==> config.mk <==
export PLATFORM = sky130hd
export DESIGN_NAME = phase_delta_estimator
export DESIGN_NICKNAME = d
export VERILOG_FILES = /design/src/rtl/phase_delta_estimator.sv
export SDC_FILE = /design/constraint.sdc
export NUM_CORES = 1
export LEC_CHECK = 0
export ABC_AREA = 1
export CORE_MARGIN = 4
export CORE_UTILIZATION = 64
export DETAILED_ROUTE_END_ITERATION = 7
export PLACE_DENSITY_LB_ADDON = 0.08
export RECOVER_POWER = 25
export SYNTH_ARGS = -nofsm -noshare
export SYNTH_HDL_FRONTEND = slang
export SYNTH_SLANG_ARGS = --single-unit
==> constraint.sdc <==
create_clock -name i_adcClock -period 11.8 [get_ports i_adcClock]
set_input_delay 2.36 -clock i_adcClock [delete_from_list [all_inputs] [get_ports i_adcClock]]
set_output_delay 2.36 -clock i_adcClock [all_outputs]
set_load 0.01 [all_outputs]
==> src/rtl/phase_delta_estimator.sv <==
// phase_delta_estimator
//
// Recovers the per-sample phase increment of a stream of phase samples
// (2^PHASE_WIDTH = one full rotation). Wrapped sample-to-sample differences
// are averaged over blocks of 2^LOG2_AVG differences. The mean increment is
// presented in the same two's complement units an NCO takes as its phase step.
//
// Ports:
//   i_adcClock    sole clock, rising edge
//   i_resetn      synchronous active-low reset (overrides everything)
//   i_clear       synchronous restart: drops partial block and stored sample
//   i_phaseValid  qualifies i_phaseAngle
//   i_phaseAngle  unsigned phase sample
//   o_phaseDelta  mean increment, two's complement, held between pulses
//   o_deltaValid  one-cycle pulse when o_phaseDelta is updated
//   o_primed      high while a reference sample is held (ACCUM state)

module phase_delta_estimator #(
  parameter int PHASE_WIDTH = 32,
  parameter int LOG2_AVG    = 4
) (
  input  logic                   i_adcClock,
  input  logic                   i_resetn,
  input  logic                   i_clear,
  input  logic                   i_phaseValid,
  input  logic [PHASE_WIDTH-1:0] i_phaseAngle,
  output logic [PHASE_WIDTH-1:0] o_phaseDelta,
  output logic                   o_deltaValid,
  output logic                   o_primed
);

  // The accumulator carries LOG2_AVG guard bits, so a block of worst-case
  // differences cannot overflow it.
  localparam int ACC_W = PHASE_WIDTH + LOG2_AVG;
  localparam int CNT_W = (LOG2_AVG > 0) ? LOG2_AVG : 1;
  localparam logic [CNT_W-1:0] CNT_LAST = CNT_W'((1 << LOG2_AVG) - 1);

  typedef enum logic {
    EMPTY = 1'b0,
    ACCUM = 1'b1
  } state_e;

  state_e                          state_q, state_d;
  logic        [PHASE_WIDTH-1:0]   prev_q, prev_d;
  logic signed [ACC_W-1:0]         sum_q, sum_d;
  logic        [CNT_W-1:0]         cnt_q, cnt_d;
  logic        [PHASE_WIDTH-1:0]   delta_q, delta_d;
  logic                            dvalid_q, dvalid_d;

  logic signed [PHASE_WIDTH-1:0]   diff;
  logic signed [ACC_W-1:0]         sumNext;

  // Modular subtraction gives the wrapped difference directly; reading it as
  // signed maps it onto the shortest way round the circle. Because the
  // accumulator is sign-extended, the completing block can be shifted
  // arithmetically to get a floor-rounded mean.
  always_comb begin
    diff    = $signed(i_phaseAngle - prev_q);
    sumNext = sum_q + ACC_W'(diff);
  end

  // Next-state logic: hold everything by default. Clear acts like reset,
  // except that the last published delta is kept.
  always_comb begin
    state_d  = state_q;
    prev_d   = prev_q;
    sum_d    = sum_q;
    cnt_d    = cnt_q;
    delta_d  = delta_q;
    dvalid_d = 1'b0;

    if (i_clear) begin
      state_d = EMPTY;
      prev_d  = '0;
      sum_d   = '0;
      cnt_d   = '0;
    end else if (i_phaseValid) begin
      unique case (state_q)
        EMPTY: begin
          prev_d  = i_phaseAngle;
          state_d = ACCUM;
        end
        ACCUM: begin
          // The completing sample also becomes the next reference, so
          // consecutive blocks have no gap between them.
          prev_d = i_phaseAngle;
          if (cnt_q == CNT_LAST) begin
            delta_d  = PHASE_WIDTH'(sumNext >>> LOG2_AVG);
            dvalid_d = 1'b1;
            sum_d    = '0;
            cnt_d    = '0;
          end else begin
            sum_d = sumNext;
            cnt_d = cnt_q + CNT_W'(1);
          end
        end
        default: state_d = EMPTY;
      endcase
    end
  end

  // State registers with synchronous active-low reset.
  always_ff @(posedge i_adcClock) begin
    if (!i_resetn) begin
      state_q  <= EMPTY;
      prev_q   <= '0;
      sum_q    <= '0;
      cnt_q    <= '0;
      delta_q  <= '0;
      dvalid_q <= 1'b0;
    end else begin
      state_q  <= state_d;
      prev_q   <= prev_d;
      sum_q    <= sum_d;
      cnt_q    <= cnt_d;
      delta_q  <= delta_d;
      dvalid_q <= dvalid_d;
    end
  end

  assign o_phaseDelta = delta_q;
  assign o_deltaValid = dvalid_q;
  assign o_primed     = (state_q == ACCUM);

endmodule

* Yosys cells after proc, flatten, opt, wreduce, memory -nomap -nowiden
Index checks and enable logic that the tools add are counted.
Storage, ports and cells: register bits 106, latch bits 0, memory bits (writable) 0, memory bits (read-only) 0, output and inout bits 34, word-level logic and storage cells 21, memories 0
Cells by class: add/subtract/negate cells 3, multiply operators 0, divide/modulo/power cells 0, $lt $le $gt $ge 0, equality and inequality tests 1, shift operators 0, muxes and demuxes 3, bitwise operators 4, reduce and logical (&&, ||, !) cells 4
Operator list (count):
- $add A36 B32 Y36 | 1
- $mux W36 | 1
- $sub A32 B32 Y32 | 1
- $add A4 B1 Y4 const B | 1
- $eq A4 B4 Y1 const B | 1
- $mux W4 | 1
- $not A1 Y1 | 4
- $reduce_and A4 Y1 | 1
- $reduce_or A4 Y1 | 1
- $reduce_and A2 Y1 | 1
- $reduce_or A2 Y1 | 1
- $mux W1 | 1

* Longest topological paths before layout
depth after elaboration 3, mapped depth 28

* Least setup slack after synthesis
OpenSTA, ideal clock, no wires.
path kind input port to flip-flop, start point in i_phaseAngle[0], end point reg delta_q[31], in the netlist o_phaseDelta[31], arrival 5.275 ns, required time 11.691 ns, path slack 6.416 ns, stages on the path 26, cells stage by stage inv_1 -> ha_1 -> fa_1 -> o21ai_2 -> a21oi_2 -> o21bai_1 -> nand2_1 -> o211ai_2 -> nand2_1 -> nand2_1 -> nand2_1 -> nand3_1 -> nand2_1 -> ha_1 -> nand2_1 -> nand2_1 -> a21boi_0 -> a21oi_1 -> nor2_1 -> nand2_1 -> nor2_1 -> nand3_1 -> nand2_1 -> nand2_1 -> nand2_1 -> inv_1
Between the ends: word-level cells in the longest chain between the ends 2
RTL lines:
- start, declared | RTL line 26 | input logic [PHASE_WIDTH-1:0] i_phaseAngle,
- $sub A32 B32 Y32 | RTL line 58 | diff = $signed(i_phaseAngle - prev_q);
- $add A36 B32 Y36 | RTL line 59 | sumNext = sum_q + ACC_W'(diff);
- end signal, assigned | RTL line 116 | delta_q <= delta_d;
- end, declared | RTL line 47 | logic [PHASE_WIDTH-1:0] delta_q, delta_d;
Every way passes these cells. A chain may end at the register's enable or synchronous reset.

* Worst setup path in the final report
start point in i_phaseAngle[0], end point reg sum_q[35]
Between the ends: word-level cells in the longest chain between the ends 3
RTL lines:
- $sub A32 B32 Y32 | RTL line 58
- $add A36 B32 Y36 | RTL line 59
- $mux W36 | RTL line 87 | if (cnt_q == CNT_LAST) begin
- end signal, assigned | RTL line 114 | sum_q <= sum_d;
- end, declared | RTL line 45 | logic signed [ACC_W-1:0] sum_q, sum_d;
Every way passes these cells.

==> summary.md <==
| Metric | Value |
|---|---|
| Outcome | complete, but fails checks |
| Failing checks | max-capacitance violations, max-slew violations |
| Clk sinks | 106 |
| Library cells used by synthesis | 50 |
| Die Wd | 119.5 µm |
| Setup TNS | 0 ns |
| Tcrit/Tclk final | 52.25% |
| Area of the multi-input gates | 0.005122 mm² |
| Crit path max fanout | 4 |
| #FFs+latches synth | 106 |
| Die span in y | roughly 120 µm |
| P_sw | approximately 0.00033 W |
| Critical Path Most Common Cell | a21oi_1 |
| CP Class | input pin to flip-flop |
| DP HPWL | 16.12 mm |
| Minimum clock period after layout | 6.165 ns |
| Detailed-route via count | a little under 8k |
| Synth async-reset ratio | 0% |
| Congestion Overflow GR | 0 |
| Non-Filler Instances | about 1.4k |
| Data arrival time of the worst path | 6.24 ns |
| Post-Syn Nets | approximately 1.3k |
| Synth top area cells | dfxtp_1 27%, nand2_1 13%, ha_1 11%, nor2_1 8.3%, inv_1 7.2% |
| Seq. cell area | between 0.002 and 0.0025 mm² |
| Post-synth top area cell | dfxtp_1 |
| Full die area | 0.01429 mm² |
| Clock buffer depth | 2 |
| Post-synthesis sequential area ratio | 26.65% |
| Drt total wl | roughly 21 mm |
| Static Leakage | around 4.3 nW |
| Share of layout cells above drive strength 1 | between 5 and 6% |
| Cell count after placement | 1427 |
| Clk_lat worst skew | 0.36 ns |
| Startpoint types | input pin |
| Antenna diodes | 0 |
| Reg clk slew, reported paths | 0.07 ns |
| Post-CTS sizing | 0 |
| CP required | roughly 12 ns |
| Syn Area/Cell | between 6 and 7 µm² |
| Pwr/cell area | 108.3 mW/mm² |
| Initial antenna violation count | 0 |
| ANT nets after route | 0 |
| Largest net degree at the start of global routing | 74 |
| Cts bufs inserted | 9 |
| Vias in the first global route | 7448 |
| Drt first pass iters | 7 |
| Fill cells | 1020 |
| Setup Buffers After CTS | 0 |
| Clock tree root buffer cell | clkbuf_16 |
| CTS tree | yes |
| EDFF count, synth | 0 |
| Share of the synthesized area in the top cell type | 26.65% |
| CP max stage delay | between 0.4 and 0.5 ns |
| Clock skew | 0.009411 ns |
| # nets final | 1376 |
| P&R area growth vs syn | 13.84% |
| CP cell instances | clkdlybuf4s50_1 -> inv_1 -> ha_1 -> fa_1 -> o21ai_2 -> a21oi_2 -> o21ai_1 -> nand3_1 -> nand2_1 -> a21oi_1 -> xnor2_1 -> ha_1 -> a21oi_1 -> o21ai_0 -> nand2_1 -> a21oi_1 -> nor2_1 -> nand2_1 -> nor2_1 -> nand3_1 -> nand3_1 -> a21oi_1 |
| Worst slack, placed | 5.413 ns |
| Crit. End Element | flip-flop |
| Part of the power in combinational logic | 29.3% |
| Int Pwr | about 0.00065 W |
| Seq pwr share | 37.4% |
| Worst slew pin tran | 3.415 ns |
| Max Cap Viol | 1 |
| Row cnt | 40 |
| Post-synth top flop | dfxtp_1 |
| Netlist Area Pre-Place | 0.007963 mm² |
| Tot GR Track Use | 29.71% |
| Via density | 5.486 |
| Iteration-0 DRC count of the detailed router | roughly 630 |
| Worst path slowest cell | clkdlybuf4s50_1 |
| First-pass GRT wire length | approximately 35 mm |
| IO buf count | 69 |
| Slew Limit Fails | 74 |
| Core area | 0.01211 mm² |
| GP Congestion | 0.9683 |
| Synth warn | 0 |
| Post-Syn Instances | 1217 |
| RSZ-0062 raised after global routing | no |
| DR WL/cell | 14.45 µm |
| Final Hold Viols | 0 |
| Max IR drop VDD | 0.08927 mV |
| Hold Path Class | flip-flop to flip-flop |
| Slew margin rel. | -127.7% |
| Final setup vio count | 0 |
| Highest Clock Rate | 162.2 MHz |
| Initial core utilization | between 60% and 70% |
| Worst R2R Setup Slack | 7.81 ns |
| Final Worst Setup Slack | 5.635 ns |
| Num ports | 70 |
| CTS H-tree depth | 3 |
| Clock share of power | 33.3% |
| Post-CTS Hold Buffers | 0 |
| Post-route DRC | 0 |
| Switch share | 33.57% |
-- synthesized netlist by cell type (2+ instances only) --
cell type,count
nand4_1,10
a211oi_1,32
o211ai_1,4
a21oi_2,8
o21a_1,7
nor4_1,3
inv_1,152
a31oi_1,2
nand3_2,4
nor2_2,3
xor2_1,37
clkinv_1,2
fa_1,2
o311ai_0,2
a221oi_1,2
clkbuf_1,15
a21oi_1,102
nand3b_1,2
ha_1,68
or2_2,2
buf_1,2
buf_2,10
o21ai_2,3
dfxtp_1,106
nor2_1,177
nand3_1,42
nor3_1,10
a21boi_0,3
a21o_1,8
nand2_2,21
o21bai_1,5
xnor2_1,13
nand2_1,280
buf_4,3
o21ai_0,55
o21ai_1,6
-- through the flow --
step	cell area (µm²)	total power [W]	hold WS (ns)	utilization (%)
2_1_floorplan	7963	0.0005797	0.4440	-
3_3_place_gp	8750	0.0006510	0.4555	72.24
3_5_place_dp	8750	0.0006547	0.4601	72.24
4_1_cts	9069	0.0009786	0.4724	74.88
5_1_grt	9065	0.001033	0.4894	74.85
6_report	9065	0.0009816	0.4708	74.85
-- registers in the layout, indices dropped and copies added, names as in the netlist --
register,count
o_deltaValid,1
sum_q,36
prev_q,32
o_primed,1
o_phaseDelta,32
cnt_q,4
-- area by class of cell --
type | count | area share [%]
clock buffer | 11 | 2.678
clock inverter | 4 | 0.8420
inverter | 155 | 6.418
multi-input combinational | 926 | 56.51
sequential | 106 | 23.41
tap | 168 | 2.319
timing repair buffer | 72 | 7.826
-- power by group through the flow --
stage	clock [W]	sequential [W]	combinational [W]
floorplan	0	0.000374	0.000206
global placement	0	0.000375	0.000276
detailed placement	0	0.000375	0.000280
CTS	0.000329	0.000367	0.000283
global route	0.000346	0.000367	0.000320
finish	0.000327	0.000367	0.000288
-- routing by layer --
metal	global-route usage, %	routed length (µm)	share of wire [%]
met1	38.82	9547	46
met2	50.95	9941	48
met3	5.467	1083	5.2
met4	7.158	263	1.3
met5	0	0	0
-- logic make-up (layout without fill, tap and decap cells) --
| kind of cell | Yosys count | count (layout) | synth area share, % |
|---|---|---|---|
| XOR/XNOR | 50 | 50 | 5.500 |
| AND/OR/NAND/NOR | 561 | 561 | 29.37 |
| flip-flops | 106 | 106 | 26.65 |
| AO/OA/AOI/OAI | 245 | 245 | 18.27 |
| buffers and inverters | 185 | 242 | 9.019 |
| adder cells (fa/ha/maj) | 70 | 70 | 11.19 |
-- worst max-delay path: cells and delay by family --
family	cells	cell delay (ns)
buffers and inverters	2	0.50
xor gates and xnor gates	1	0.23
and+or+nand+nor	8	0.86
AOI/OAI and AO/OA	8	1.32
adders and majority gates	3	0.97
-- final timing paths --
path                              endpoint  cells past startpoint            start
worst max-delay path             sum_q[35]                     22  i_phaseAngle[0]
worst min-delay path            prev_q[23]                      2       prev_q[23]
worst max register to register   sum_q[35]                     18       prev_q[11]
worst min register to register  prev_q[23]                      2       prev_q[23]
-- layout by cell type (no fill, tap or decap), types with 2 or more instances in the layout --
cell / count
a31oi_1: 2
clkbuf_16: 9
a21o_1: 8
xor2_1: 37
o21a_1: 7
buf_4: 2
dlygate4sd3_1: 34
clkinv_1: 2
fa_1: 2
nand4_1: 10
nand3b_1: 2
nand2_1: 280
nand2_2: 21
a221oi_1: 2
clkbuf_1: 2
nor3_1: 10
nor4_1: 3
o21bai_1: 5
ha_1: 68
bufinv_16: 2
o21ai_0: 55
o21ai_1: 6
xnor2_1: 13
dfxtp_1: 106
a21boi_0: 3
inv_1: 152
o211ai_1: 4
nor2_1: 177
nor2_2: 3
a21oi_1: 102
o311ai_0: 2
clkdlybuf4s50_1: 35
nand3_1: 42
or2_2: 2
a211oi_1: 32
a21oi_2: 8
nand3_2: 4
o21ai_2: 3
Power figures use the tool's default switching activity.
